<file path="config.mk">
export PLATFORM = sky130hd
export DESIGN_NAME = shift_sequencer
export DESIGN_NICKNAME = d
export VERILOG_FILES = /design/src/rtl/fpg8_pkg.sv /design/src/rtl/shift_sequencer.sv
export SDC_FILE = /design/constraint.sdc
export NUM_CORES = 1
export LEC_CHECK = 0
export CAP_MARGIN = 15
export CORE_MARGIN = 5
export CORE_UTILIZATION = 46
export DETAILED_ROUTE_END_ITERATION = 10
export GPL_TIMING_DRIVEN = 0
export PLACE_DENSITY = 0.95
export SLEW_MARGIN = 20
export SYNTH_ARGS = -nofsm -noshare
export SYNTH_HDL_FRONTEND = slang
export SYNTH_SLANG_ARGS = --single-unit
</file>
<file path="constraint.sdc">
create_clock -name clk -period 5.2 [get_ports clk]
set_input_delay 0.52 -clock clk [delete_from_list [all_inputs] [get_ports clk]]
set_output_delay 0.52 -clock clk [all_outputs]
set_load 0.03 [all_outputs]
</file>
<file path="src/rtl/fpg8_pkg.sv">
// Shared constants and state encoding for the shift sequencer and its shifter.
package fpg8_pkg;

    localparam int unsigned DATA_W   = 16;
    localparam int unsigned STEP_MAX = 3;

    typedef enum logic [1:0] {
        StIdle,
        StShift,
        StDone
    } state_e;

endpackage

</file>
<file path="src/rtl/shift_sequencer.sv">
// Multi-pass shift sequencer: splits a 0-15 shift into passes of at most STEP_MAX
// through an external shifter and reports the final value with a one-cycle done.
module shift_sequencer #(
    parameter int unsigned DATA_W   = fpg8_pkg::DATA_W,
    parameter int unsigned STEP_MAX = fpg8_pkg::STEP_MAX
) (
    input  logic              clk,
    input  logic              rst_n,
    input  logic              start,
    input  logic              dir_right,
    input  logic [3:0]        amount,
    input  logic [DATA_W-1:0] operand,
    output logic              busy,
    output logic              done,
    output logic [DATA_W-1:0] result,
    output logic [DATA_W-1:0] sh_from_Y,
    input  logic [DATA_W-1:0] sh_Y_shifted,
    output logic              sh_left,
    output logic              sh_right,
    output logic [1:0]        sh_amount
);
    import fpg8_pkg::*;

    localparam logic [3:0] StepMax = 4'(STEP_MAX);

    state_e            state_q, state_d;
    logic [DATA_W-1:0] working_q, working_d;
    logic [DATA_W-1:0] result_q, result_d;
    logic [3:0]        remaining_q, remaining_d;
    logic              dir_q, dir_d;
    logic [3:0]        step;
    logic [3:0]        rem_next;

    assign step     = (remaining_q > StepMax) ? StepMax : remaining_q;
    assign rem_next = remaining_q - step;

    always_ff @(posedge clk or negedge rst_n) begin
        if (!rst_n) begin
            state_q     <= StIdle;
            working_q   <= '0;
            result_q    <= '0;
            remaining_q <= '0;
            dir_q       <= 1'b0;
        end else begin
            state_q     <= state_d;
            working_q   <= working_d;
            result_q    <= result_d;
            remaining_q <= remaining_d;
            dir_q       <= dir_d;
        end
    end

    always_comb begin
        state_d     = state_q;
        working_d   = working_q;
        result_d    = result_q;
        remaining_d = remaining_q;
        dir_d       = dir_q;
        sh_left     = 1'b0;
        sh_right    = 1'b0;
        sh_amount   = 2'd0;
        case (state_q)
            StIdle: begin
                if (start) begin
                    working_d   = operand;
                    remaining_d = amount;
                    dir_d       = dir_right;
                    if (amount == 4'd0) begin
                        state_d  = StDone;
                        result_d = operand;
                    end else begin
                        state_d = StShift;
                    end
                end
            end
            StShift: begin
                sh_left     = ~dir_q;
                sh_right    = dir_q;
                sh_amount   = step[1:0];
                working_d   = sh_Y_shifted;
                remaining_d = rem_next;
                // result is captured on the way into DONE so it is valid with done
                if (rem_next == 4'd0) begin
                    state_d  = StDone;
                    result_d = sh_Y_shifted;
                end
            end
            StDone: begin
                state_d = StIdle;
            end
            default: begin
                state_d = StIdle;
            end
        endcase
    end

    assign busy      = (state_q != StIdle);
    assign done      = (state_q == StDone);
    assign result    = result_q;
    assign sh_from_Y = working_q;
endmodule

</file>
After elaboration in Yosys (flattened, before gate mapping)
Cells that the tools add are included. Widths: inputs -> output; s select.

Magnitude comparators: 1. Reductions and logical operators: 9. Eq/ne operators: 5. Bitwise operators: 1. Muxes and demuxes: 16. $add $sub $neg: 1.

Operators with widths (count): $mux 16 (4); $pmux 16 s2 (2); $logic_not 4->1 (2); $mux 2 (4); $mux 4 (2); $pmux 4 s2 (1); $ne 2x2->1 const B (3); $reduce_and 2->1 (3); $gt 4x2->1 const B (1); $pmux 2 s2 (1); $reduce_and 4->1 (1); $reduce_bool 2->1 (2); $sub 4x4->4 (1); $eq 2x1->1 const B (1); $eq 2x2->1 const B (1); $logic_not 2->1 (1); $mux 1 (2); $not 1->1 (1).

Flip-flop bits (word level): 39. Output and inout bits: 38. Logic and storage cells: 38. Input bits: 40.

Longest topological paths before layout
Depth in word-level cells: 6. Depth in mapped cells: 9. Mapped depth without buffers: 7.

Worst setup path after synthesis
No wires, ideal clock.

Kind: reg-to-reg. From: reg remaining_q[2]. To: reg result_q[10], in the netlist result[10]. Slack: 2.923 ns. Data arrival time: 2.152 ns. Clock period less this slack: 2.277 ns. Setup time: 0.125 ns. Cell stages (with the launch flop): 10. Cells stage by stage: dfrtp_1 buf_6 nor2_1 or2_2 ha_1 and4bb_1 o311ai_4 a21oi_4 buf_12 mux2_4.

Cells in the longest elaborated chain, start to end: 6.

Ends and longest elaborated chain: start: declaration (RTL line shift_sequencer.sv:29) `logic [3:0] remaining_q, remaining_d;`; start signal: assignment (RTL line shift_sequencer.sv:48) `remaining_q <= remaining_d;`; $gt 4x2->1 (RTL line shift_sequencer.sv:34) `assign step = (remaining_q > StepMax) ? StepMax : remaining_q;`; $mux 4 (RTL line shift_sequencer.sv:34); $sub 4x4->4 (*) (RTL line shift_sequencer.sv:35) `assign rem_next = remaining_q - step;`; $logic_not 4->1 (*) (RTL line shift_sequencer.sv:83) `if (rem_next == 4'd0) begin`; $ne 2x2->1 (no source line) (*); $reduce_and 4->1 (no source line) (*); end signal: assignment (RTL line shift_sequencer.sv:47) `result_q <= result_d;`; end: declaration (RTL line shift_sequencer.sv:28) `logic [DATA_W-1:0] result_q, result_d;`.

Every way passes the cells marked *; elsewhere a longest branch is shown, timed or not. A chain may end at the register's enable or synchronous reset.

Final worst setup path
From: reg state_q[1]. To: out sh_amount[0].

Cells in the longest elaborated chain, start to end: 2.

Ends and longest elaborated chain: start: declaration (RTL line shift_sequencer.sv:26) `state_e state_q, state_d;`; start signal: assignment (RTL line shift_sequencer.sv:39) `state_q <= StIdle;`; start signal: assignment (RTL line shift_sequencer.sv:45) `state_q <= state_d;`; $eq 2x1->1 (RTL line shift_sequencer.sv:62) `case (state_q)`; $mux 2 (RTL line shift_sequencer.sv:62); end: declaration (RTL line shift_sequencer.sv:20) `output logic [1:0] sh_amount`.

Every way passes these cells.

==> metrics.md <==
| Metric | Value |
|---|---|
| Status | `complete, no violations` |
| Dpl hpwl | `3750 µm` |
| Crit path kind | `register to output pin` |
| Antenna violations before repair | `0` |
| Synth top area share | `50.4%` |
| Worst path cell trace | `buf_2 -> nand2b_1 -> buf_2 -> buf_1 -> nor2_1 -> clkdlybuf4s50_1` |
| Largest net degree at the start of global routing | `23` |
| CTS max path bufs | `2` |
| Cell area after synthesis | `1940 µm²` |
| CP peak stage delay | `610 ps` |
| Clock share of power | `9.3%` |
| Compound-Gate Fraction of Synth Area | `6.21%` |
| CP max stage cell | `clkdlybuf4s50_1` |
| Share of layout cells above drive strength 1 | `19.0%` |
| Max Cap Viol | `0` |
| Vias per inst | `5.08` |
| Crit path max-delay family | `buffers and inverters` |
| Comb pwr share | `64.1%` |
| P_leak | `1.27 nW` |
| Yosys cell types | `30` |
| Crit. End Element | `output pin` |
| Setup violators final | `0` |
| CTS Sinks | `39` |
| Die X-Extent | `74.9 µm` |
| Post-CTS Setup Repair Bufs | `0` |
| RSZ-0062 raised after global routing | `no` |
| Required time worst endpoint | `4680 ps` |
| Routed vias | `1591` |
| Worst-Skew Late Latency | `290 ps` |
| Hold Path Class | `input pin to asynchronous set/reset pin` |
| Filler cells | `308` |
| Placer Congestion | `0.790` |
| Vias in the first global route | `1643` |
| Slew @ Worst Pin | `518 ps` |
| # rows | `23` |
| Total gr overflow | `0` |
| Maximum VDD drop | `0.458 mV` |
| Critical Path AT | `2340 ps` |
| Worst setup SP type | `register` |
| Seq/Total Area, Yosys | `50.4%` |
| Core area | `4030 µm²` |
| Simple-Gate Fraction of Synth Area | `17.4%` |
| Nets | `303` |
| Routed Antenna Nets | `0` |
| DR pass1 iterations | `4` |
| DRC errors left | `0` |
| Worst path bufs/invs | `4` |
| CTS hold repair buffers | `0` |
| Yosys top cell by area | `dfrtp_1` |
| Placed instance area | `2790 µm²` |
| Syn_area_per_cell | `10.9 µm²` |
| Clock slew at reported path FFs | `80 ps` |
| Synth area leaders | `dfrtp_1 (50%), mux2_2 (13%), nand2_1 (9.7%)` |
| Worst-path maximum fanout | `10` |
| Slack of the critical path | `2340 ps` |
| Final setup skew | `7.07 ps` |
| Syn_nets | `218` |
| Total GRT Usage | `19.4%` |
| Post-layout util | `71.3%` |
| Switch Pwr | `0.910 mW` |
| Max-slew violations | `0` |
| Pwr/cell area | `726 nW/µm²` |
| Cell-internal power | `1.18 mW` |
| First-pass GRT wire length | `8110 µm` |
| Die ar. | `5600 µm²` |
| DRT iter0 DRCs | `112` |
| Fin crit share | `55.0%` |
| Combinational family with the most area after synthesis | `multiplexers` |
| Post_cts resized | `0` |
| Post-synthesis adder-cell area fraction | `0.646%` |
| Final hold vios | `0` |
| TNS Setup | `0 ps` |
| Initial Utilization | `48.0%` |
| Height of the die | `74.9 µm` |
| Mux cell area share after synthesis | `21.1%` |
| Post-Syn Instances | `177` |
| Synthesis-to-finish area growth | `48.4%` |
| Clk Tree Root Cell | `clkbuf_8` |
| Worst slack, placed | `2690 ps` |
| TritonCTS Buffers | `5` |
| IO Port Bufs | `77` |
| Crit-path most repeated cell | `buf_2` |
| Sw Share | `43.6%` |
| WL final | `5000 µm` |
| TritonCTS clock tree | `built` |
| Slew headroom | `65.5%` |
| Fin crit period | `2860 ps` |
| Reg power frac | `26.6%` |
| IO Pins | `78` |
| Fmax | `0.350 GHz` |
| Synthesis-stage register bit count | `39` |
| Post-Synth XOR/XNOR Area | `0%` |
| DP Cell Count | `305` |
| H-tree Lvls | `2` |
| Wire per inst | `16.0 µm` |
| Final non-filler cell total | `313` |
| Yosys warns | `0` |
| N_diodes | `0` |
| Fin area | `2870 µm²` |
-- cells in the mapped netlist (all sizes together) --
| cell type | count |
|---|---|
| o21bai | 1 |
| inv | 4 |
| o311ai | 1 |
| ha | 1 |
| mux2 | 31 |
| nor4 | 1 |
| nor3 | 5 |
| o21ai | 5 |
| nand2b | 2 |
| nand2 | 50 |
| a21oi | 5 |
| a211oi | 1 |
| nor2 | 6 |
| dfrtp | 39 |
| clkbuf | 1 |
| or2 | 2 |
| o221ai | 1 |
| nor3b | 1 |
| nor2b | 5 |
| and2 | 1 |
| buf | 8 |
| mux2i | 3 |
| a32oi | 1 |
| and4bb | 2 |
-- routing by layer --
layer	vias up	routed length (µm)	GRT usage, %
met3	7	332	4.67
met2	51	2600	33.9
li1	763	-	-
met5	-	0	0
met4	0	59	6.32
met1	770	2010	23.5
-- stage by stage --
stage,total power [mW],hold slack (ps)
floorplan,1.41,224
global placement,1.86,464
detailed placement,1.90,484
CTS,2.10,167
global route,2.21,192
finish,2.09,165
-- layout make-up --
type,count,area [µm²],area share [%]
inverter,4,15.0,0.523
sequential,39,976,34.0
buffer,9,66.3,2.31
tap,50,62.6,2.18
clock buffer,7,76.3,2.66
multi-input combinational,125,878,30.6
clock inverter,1,5.00,0.174
timing repair buffer,78,793,27.6
-- state kept, by name, summed over array words and instances, names as in the netlist --
name,cells
dir_q,1
remaining_q,4
result,16
sh_from_Y,16
state_q,2
-- worst register-to-register path, cell delays in order (launching register included) --
cell      delay, ps
dfrtp_1         460
nor2_1           90
or2_2           290
ha_1            240
and4bb_1        350
o311ai_4        130
a21oi_4         340
buf_12          200
mux2_4          310
-- cells in the final DEF, fill, tap and decap left out --
| cell | netlist | routed |
|---|---|---|
| or2_2 | 2 | 2 |
| nand2_1 | 50 | 50 |
| buf_1 | 1 | 1 |
| and2_1 | 1 | 1 |
| mux2_4 | 8 | 8 |
| clkinv_2 | 0 | 1 |
| a32oi_1 | 1 | 1 |
| a21oi_1 | 4 | 4 |
| and4bb_1 | 2 | 2 |
| mux2_2 | 23 | 23 |
| buf_16 | 0 | 1 |
| nor2b_1 | 5 | 5 |
| o21ai_0 | 5 | 5 |
| nand2b_1 | 2 | 2 |
| dfrtp_1 | 39 | 39 |
| nor3b_1 | 1 | 1 |
| nor3_1 | 5 | 5 |
| clkbuf_1 | 1 | 3 |
| buf_2 | 4 | 5 |
| clkbuf_8 | 0 | 5 |
| inv_1 | 4 | 4 |
| ha_1 | 1 | 1 |
| buf_12 | 1 | 1 |
| o21bai_1 | 1 | 1 |
| clkdlybuf4s50_1 | 0 | 76 |
| o311ai_4 | 1 | 1 |
| mux2i_1 | 3 | 3 |
| nor2_1 | 6 | 6 |
| buf_4 | 1 | 1 |
| o221ai_1 | 1 | 1 |
| a21oi_4 | 1 | 1 |
| buf_6 | 1 | 1 |
| nor4_1 | 1 | 1 |
| a211oi_1 | 1 | 1 |
-- worst paths after layout --
check,startpoint,endpoint,slack (ps),depth (start not counted)
max,state_q[1],sh_amount[0],2340,6
min,rst_n,result[15],170,1
max reg2reg,remaining_q[3],result[14],2690,8
max in group asynchronous,rst_n,result[10],4570,2
min in group clk,sh_from_Y[4],sh_from_Y[4],510,1
min reg2reg,sh_from_Y[4],sh_from_Y[4],510,1
-- logic make-up after synthesis --
| logic type | Yosys count |
|---|---|
| flops | 39 |
| fa+ha+maj | 1 |
| mux | 34 |
| compound gates | 15 |
| simple gates | 75 |
| buf+inv | 13 |
-- power by group through the flow --
stage	combinational [mW]	clock, mW	sequential, mW
finish	1.34	0.194	0.555
global route	1.42	0.211	0.578
CTS	1.35	0.198	0.555
detailed placement	1.34	0	0.556
global placement	1.31	0	0.550
floorplan	0.619	0	0.794
No activity file was read; power rests on OpenSTA's default activity.
